**config.mk**
```make
export PLATFORM = sky130hd
export DESIGN_NAME = register_bus_arbiter
export DESIGN_NICKNAME = d
export VERILOG_FILES = /design/src/rtl/register_bus_arbiter.sv
export SDC_FILE = /design/constraint.sdc
export NUM_CORES = 1
export LEC_CHECK = 0
export CORE_UTILIZATION = 35
export CTS_BUF_LIST = sky130_fd_sc_hd__clkbuf_8
export CTS_CLUSTER_DIAMETER = 120
export CTS_CLUSTER_SIZE = 25
export DETAILED_ROUTE_END_ITERATION = 8
export PLACE_DENSITY = 0.77
export SETUP_SLACK_MARGIN = 0.02
export SLEW_MARGIN = 25
export SYNTH_ARGS = -nofsm -noshare
export SYNTH_HDL_FRONTEND = slang
export SYNTH_SLANG_ARGS = --single-unit
```
**constraint.sdc**
```tcl
create_clock -name clock -period 1.5 [get_ports clock]
set_input_delay 0.3 -clock clock [delete_from_list [all_inputs] [get_ports clock]]
set_output_delay 0.3 -clock clock [all_outputs]
set_load 0.02 [all_outputs]
```
**src/rtl/register_bus_arbiter.sv**
```systemverilog
// Round-robin arbiter sharing the register-file bus between NREQ masters: one access per grant.
// Define ARB_PRIORITY0_EN to give master 0 strict priority over the round-robin masters.
module register_bus_arbiter #(
  parameter int ADRSIZE = 8,
  parameter int REGSIZE = 32,
  parameter int NREQ    = 4
) (
  input  logic                    clock,
  input  logic                    reset_n,
  input  logic [NREQ-1:0]         req,
  input  logic [NREQ-1:0]         req_wr,
  input  logic [NREQ*ADRSIZE-1:0] req_adr,
  input  logic [NREQ*REGSIZE-1:0] req_data,
  output logic [NREQ-1:0]         ack,
  output logic [REGSIZE-1:0]      rd_data,
  output logic                    wr,
  output logic [ADRSIZE-1:0]      adr,
  output logic [REGSIZE-1:0]      bus_wr,
  input  logic [REGSIZE-1:0]      bus_rd,
  output logic                    busy
);
  localparam int IDXW = (NREQ > 1) ? $clog2(NREQ) : 1;

  typedef enum logic [1:0] {IDLE, GRANT, ACK} state_e;

  state_e              state_q, state_d;
  logic [IDXW-1:0]     rr_q, rr_d;
  logic [IDXW-1:0]     win_q, win_d;
  logic                wr_lat_q, wr_lat_d;
  logic [ADRSIZE-1:0]  adr_q, adr_d;
  logic [REGSIZE-1:0]  data_q, data_d;
  logic [REGSIZE-1:0]  rd_q, rd_d;

  logic                found;
  logic [IDXW-1:0]     pick;
  logic [IDXW:0]       cand;

  // Rotating search from the rr pointer; the first asserted request wins.
  always_comb begin
    found = 1'b0;
    pick  = rr_q;
    cand  = '0;
    for (int k = 0; k < NREQ; k++) begin
      cand = {1'b0, rr_q} + (IDXW+1)'(k);
      if (cand >= (IDXW+1)'(NREQ)) cand = cand - (IDXW+1)'(NREQ);
      if (!found && req[cand[IDXW-1:0]]) begin
        found = 1'b1;
        pick  = cand[IDXW-1:0];
      end
    end
`ifdef ARB_PRIORITY0_EN
    if (req[0]) begin
      found = 1'b1;
      pick  = '0;
    end
`endif
  end

  always_comb begin
    state_d  = state_q;
    rr_d     = rr_q;
    win_d    = win_q;
    wr_lat_d = wr_lat_q;
    adr_d    = adr_q;
    data_d   = data_q;
    rd_d     = rd_q;
    case (state_q)
      IDLE: if (found) begin
        state_d = GRANT;
        win_d   = pick;
        for (int i = 0; i < NREQ; i++) begin
          if (pick == IDXW'(i)) begin
            wr_lat_d = req_wr[i];
            adr_d    = req_adr[i*ADRSIZE +: ADRSIZE];
            data_d   = req_data[i*REGSIZE +: REGSIZE];
          end
        end
      end
      GRANT: begin
        state_d = ACK;
        if (!wr_lat_q) rd_d = bus_rd;
      end
      ACK: begin
        state_d = IDLE;
`ifdef ARB_PRIORITY0_EN
        // Master 0 accesses leave the rotation among masters 1..NREQ-1 untouched.
        if (win_q != '0)
`endif
          rr_d = (win_q == IDXW'(NREQ-1)) ? '0 : win_q + IDXW'(1);
      end
      default: state_d = IDLE;
    endcase
  end

  always_ff @(posedge clock or negedge reset_n) begin
    if (!reset_n) begin
      state_q  <= IDLE;
      rr_q     <= '0;
      win_q    <= '0;
      wr_lat_q <= 1'b0;
      adr_q    <= '0;
      data_q   <= '0;
      rd_q     <= '0;
    end else begin
      state_q  <= state_d;
      rr_q     <= rr_d;
      win_q    <= win_d;
      wr_lat_q <= wr_lat_d;
      adr_q    <= adr_d;
      data_q   <= data_d;
      rd_q     <= rd_d;
    end
  end

  // Outputs decode straight from flops so reset clears the strobe immediately.
  always_comb begin
    ack = '0;
    if (state_q == ACK) ack[win_q] = 1'b1;
  end

  assign wr      = (state_q == GRANT) && wr_lat_q;
  assign busy    = (state_q != IDLE);
  assign adr     = adr_q;
  assign bus_wr  = data_q;
  assign rd_data = rd_q;

endmodule
```
==> results.txt <==
The power density over the cells is ~1900 nW/µm². The multi-input combinational cells in the finished layout cover a total of about 2700 µm². The sequential cell area came out at a little under 2000 µm². The worst setup path is captured at a register. The post-synthesis share of cell area spent on and, or, nand and nor gates came out at a little under a quarter. The average instance area after synthesis is roughly 11 µm². The combined buffer and inverter count along the critical path came out at 3. The number of cells traversed by the worst register-to-register path came out at 8.

The total clock buffers created by CTS is 9. The die width came out at between 100 and 150 µm. The hold violation total from the final report is 0. The root buffer cell chosen for the clock tree is sky130_fd_sc_hd__clkbuf_8. After filler insertion, the fill cell instance count of the layout stands at 927. The longest individual stage delay on the worst path came out at ~0.47 ns. The number of buffers between clock root and the deepest sink came out at 2. Clock latency on the worst-skew pair, taken at its later pin, is roughly 0.37 ns.

The netlist uses 36 different library cells. The number of diodes added for antenna fixing is 0. The number of vias in the routed layout came out at about 5200.

Of all nets on the critical path, the largest fanout is 12. The family of cells with the greatest summed delay on the critical path is compound AO/OA/AOI/OAI gates. The floorplan step defined a die boundary enclosing around 13000 µm². The worst setup path is launched from a register. Across the VDD grid, the largest voltage drop is ~0.0011 V. The effective utilization at floorplan came out at 35.92%.

The synthesized netlist devotes 1.104% of its cell area to adder and majority cells. The critical path is of the register to register type. The flow ran to the end, but the final reports show violations.

After synthesis the netlist holds a flip-flop and latch count of 79. The number of remaining DRC errors is 0. After layout, the worst setup slack is -0.3894 ns. The count of pins on the block boundary came out at 280.

The post-route fraction of the period consumed by the critical path is 126.0%. The slew at the pin closest to its max-slew limit is 0.4074 ns. For this block, the initial DRC count from the detailed router was 277. The clock tree synthesis step divided the H-tree into 3 levels.

The total iterations of the first detailed-routing run came out at 5. TritonCTS built the clock tree. The remaining number of nets flagged by the antenna check after routing came out at 0.

Dividing the detail-routed via count by the number of cells gives 5.736. The largest individual stage delay along the critical path comes from the cell sky130_fd_sc_hd__dfrtp_2. The multiplexer share of the synthesized area is 8.446%. The xor and xnor fraction of the mapped netlist area came out at 0%. The routability congestion estimate is 0.8415. The final worst clock skew is about 0.016 ns. The first global-routing pass estimated 26910 µm of wire. The initial antenna violation count came out at 0. The total grt overflow came out at 0. The headroom to the max-slew limit is 72.54%.

After floorplanning, the core was sized to cover 12620 µm². Port buffering added 279 buffers. The register area share after synthesis is 43.61%.

The data arrival at the endpoint of the critical path is 2.16 ns. The required arrival time at the worst endpoint is 1.77 ns. After clock tree synthesis, the clock-pin slew on the worst setup and hold paths is 0.10 ns.

Global routing used 26.35% of the available tracks across all layers. The die height is 115.8 µm. Subtracting the final worst setup slack from the clock period gives 1.889 ns. The utilization after layout is 69.83%. In this run the worst hold path is classified as input pin to asynchronous set/reset pin. The share of post-route cells with drive strength above 1 is 27.85%.

The cell area after technology mapping is between 4000 and 5000 µm². The dominant combinational cell family by area after synthesis is simple AND/OR/NAND/NOR gates. In the final routed layout, each cell accounts on average for 21.37 µm.

The checks that failed: setup timing. The critical path depth came out at 8. The total half-perimeter wirelength after legalization and detailed placement came out at 13090 µm. The routed wire length came out at 19410 µm. The cell leakage power came out at 3.455 nW.

After layout, the design draws a total of 0.01717 W. Setup repair after global routing could not meet its margin everywhere. Across the run, the number of max-cap violations was 0.

The number of instances in the synthesized netlist is 415. The site row count is 41. The number of nets in the layout came out at 937. The highest clock rate is 0.5293 GHz. Compared with the post-synthesis result, the final layout area differs by 94.40%. The sink count of the clock tree came out at 79. The number of setup violations in the final report is 49. The signal on the critical path passes through buf_4 > nand3_1 > o41ai_2 > a31oi_4 > buf_12 > buf_12 > o221ai_1 > o31ai_2. The number of global-route vias before repair was 5252. The fraction of the mapped netlist area in compound gates is 17.11%. The pin count of the biggest net entering global routing came out at 49. The most numerous cell type found on the critical path is sky130_fd_sc_hd__buf_12. The max-slew violation total from the final report came out at 0. The synthesized net count came out at 621. The number of warning messages in the yosys log came out at 0.
==> layout make-up <==
cell class | count | share of cell area, %
multi-input combinational | 280 | 31.09
tap | 172 | 2.442
inverter | 6 | 0.2556
timing repair buffer | 355 | 41.45
sequential | 79 | 22.46
clock inverter | 7 | 0.8945
clock buffer | 9 | 1.406
==> cell usage in the layout, fill, tap and decap left out, types with 9 or more instances in the layout <==
cell,instances
sky130_fd_sc_hd__clkdlybuf4s50_1,196
sky130_fd_sc_hd__dfrtp_1,77
sky130_fd_sc_hd__dlygate4sd2_1,76
sky130_fd_sc_hd__nand2_1,42
sky130_fd_sc_hd__buf_4,40
sky130_fd_sc_hd__o221ai_1,38
sky130_fd_sc_hd__nor4_1,38
sky130_fd_sc_hd__o31ai_1,37
sky130_fd_sc_hd__nor4_4,29
sky130_fd_sc_hd__mux2_2,24
sky130_fd_sc_hd__buf_6,17
sky130_fd_sc_hd__buf_12,17
sky130_fd_sc_hd__nor4_2,16
sky130_fd_sc_hd__mux2_1,10
sky130_fd_sc_hd__clkbuf_8,9
==> per-stage QoR <==
step	setup TNS (ns)	std cells	area, µm²	hold WS (ns)	setup WS [ns]
final	-13.73	908	8812	0.3395	-0.3894
after global placement	-33.20	871	7935	0.1844	-0.7867
after global routing	-17.63	908	8812	0.3570	-0.4505
after floorplan	-5.022	415	4596	0.004409	-0.1402
after CTS	-11.30	893	8238	0.3310	-0.2937
after detailed placement	-37.44	871	7935	0.1777	-0.9027
==> final timing paths <==
check / start / endpoint / slack (ns)
max: rr_q[0] / adr[5] / -0.39
min: reset_n / bus_wr[21] / 0.34
max reg2reg: rr_q[0] / adr[5] / -0.39
min reg2reg: bus_wr[26] / bus_wr[26] / 0.48
max in group asynchronous: reset_n / rr_q[0] / 0.62
min in group clock: bus_wr[26] / bus_wr[26] / 0.48
==> power by group <==
group	internal, W	total, W	switching (W)
Clock	0.000790	0.00171	0.000922
Sequential	0.00326	0.00390	0.000638
Combinational	0.00538	0.0116	0.00618
==> cell usage after synthesis <==
| cell type | n | area share, % |
|---|---|---|
| sky130_fd_sc_hd__nor2b_2 | 1 | 0.19 |
| sky130_fd_sc_hd__nand2_1 | 42 | 3.5 |
| sky130_fd_sc_hd__mux2_1 | 10 | 2.5 |
| sky130_fd_sc_hd__o21ba_1 | 1 | 0.22 |
| sky130_fd_sc_hd__a311oi_1 | 1 | 0.19 |
| sky130_fd_sc_hd__and2_1 | 5 | 0.69 |
| sky130_fd_sc_hd__o21a_1 | 1 | 0.17 |
| sky130_fd_sc_hd__a21oi_1 | 1 | 0.11 |
| sky130_fd_sc_hd__nand2b_1 | 1 | 0.14 |
| sky130_fd_sc_hd__buf_2 | 30 | 3.3 |
| sky130_fd_sc_hd__dfrtp_1 | 79 | 44 |
| sky130_fd_sc_hd__nor2_1 | 4 | 0.33 |
| sky130_fd_sc_hd__a211oi_2 | 1 | 0.28 |
| sky130_fd_sc_hd__mux2_2 | 24 | 6.0 |
| sky130_fd_sc_hd__ha_1 | 4 | 1.1 |
| sky130_fd_sc_hd__o22ai_1 | 2 | 0.28 |
| sky130_fd_sc_hd__a2bb2oi_1 | 1 | 0.19 |
| sky130_fd_sc_hd__o31ai_1 | 41 | 6.8 |
| sky130_fd_sc_hd__inv_2 | 1 | 0.083 |
| sky130_fd_sc_hd__nor2b_1 | 4 | 0.55 |
| sky130_fd_sc_hd__o41ai_1 | 1 | 0.19 |
| sky130_fd_sc_hd__a21o_1 | 2 | 0.33 |
| sky130_fd_sc_hd__o21ai_0 | 1 | 0.11 |
| sky130_fd_sc_hd__or2_1 | 1 | 0.14 |
| sky130_fd_sc_hd__nand3_1 | 1 | 0.11 |
| sky130_fd_sc_hd__nor3_1 | 3 | 0.33 |
| sky130_fd_sc_hd__nor3b_1 | 1 | 0.17 |
| sky130_fd_sc_hd__inv_1 | 5 | 0.41 |
| sky130_fd_sc_hd__o221ai_1 | 41 | 7.9 |
| sky130_fd_sc_hd__a31oi_1 | 1 | 0.14 |
| sky130_fd_sc_hd__clkbuf_1 | 11 | 0.91 |
| sky130_fd_sc_hd__buf_4 | 4 | 0.66 |
| sky130_fd_sc_hd__nor4_2 | 40 | 11 |
| sky130_fd_sc_hd__a211o_1 | 1 | 0.19 |
| sky130_fd_sc_hd__buf_6 | 5 | 1.2 |
| sky130_fd_sc_hd__nor4_1 | 43 | 5.9 |
==> layer usage <==
metal / vias to the layer above / global-route usage [%] / wire length [µm]
li1: 2280 / - / -
met4: 0 / 13.08 / 687
met1: 2571 / 28.59 / 7134
met2: 296 / 47.70 / 10010
met5: - / 0 / 0
met3: 61 / 6.538 / 1571
==> sequential cells by signal (all words and copies together) (netlist names) <==
name      flops
bus_wr       32
state_q       2
adr           8
rd_data      32
win_q         2
rr_q          2
wr_lat_q      1
==> worst register-to-register path, cell delays in order (launching register included) <==
cell and delay [ns]:
sky130_fd_sc_hd__dfrtp_2 0.47, sky130_fd_sc_hd__buf_4 0.16, sky130_fd_sc_hd__nand3_1 0.10, sky130_fd_sc_hd__o41ai_2 0.11, sky130_fd_sc_hd__a31oi_4 0.23, sky130_fd_sc_hd__buf_12 0.16, sky130_fd_sc_hd__buf_12 0.13, sky130_fd_sc_hd__o221ai_1 0.14
sky130_fd_sc_hd__o31ai_2 0.31
==> repair_timing <==
action	in CTS	in global routing
setup buffers	5	9
hold buffers	1	0
pin swaps	3	32
cloned	1	6
gates resized for setup	128	64
endpoints found under the hold margin	14	0
endpoints found under the setup margin	121	81
==> logic make-up (layout without fill, tap and decap cells) <==
kind of cell               count (synthesis)  after routing
AOI/OAI and AO/OA                         96             96
and+or+nand+nor                          146            146
adders and majority gates                  4              4
buffers and inverters                     56            377
DFF                                       79             79
muxes                                     34             34
Note: power is estimated with default switching activity, not from simulation.
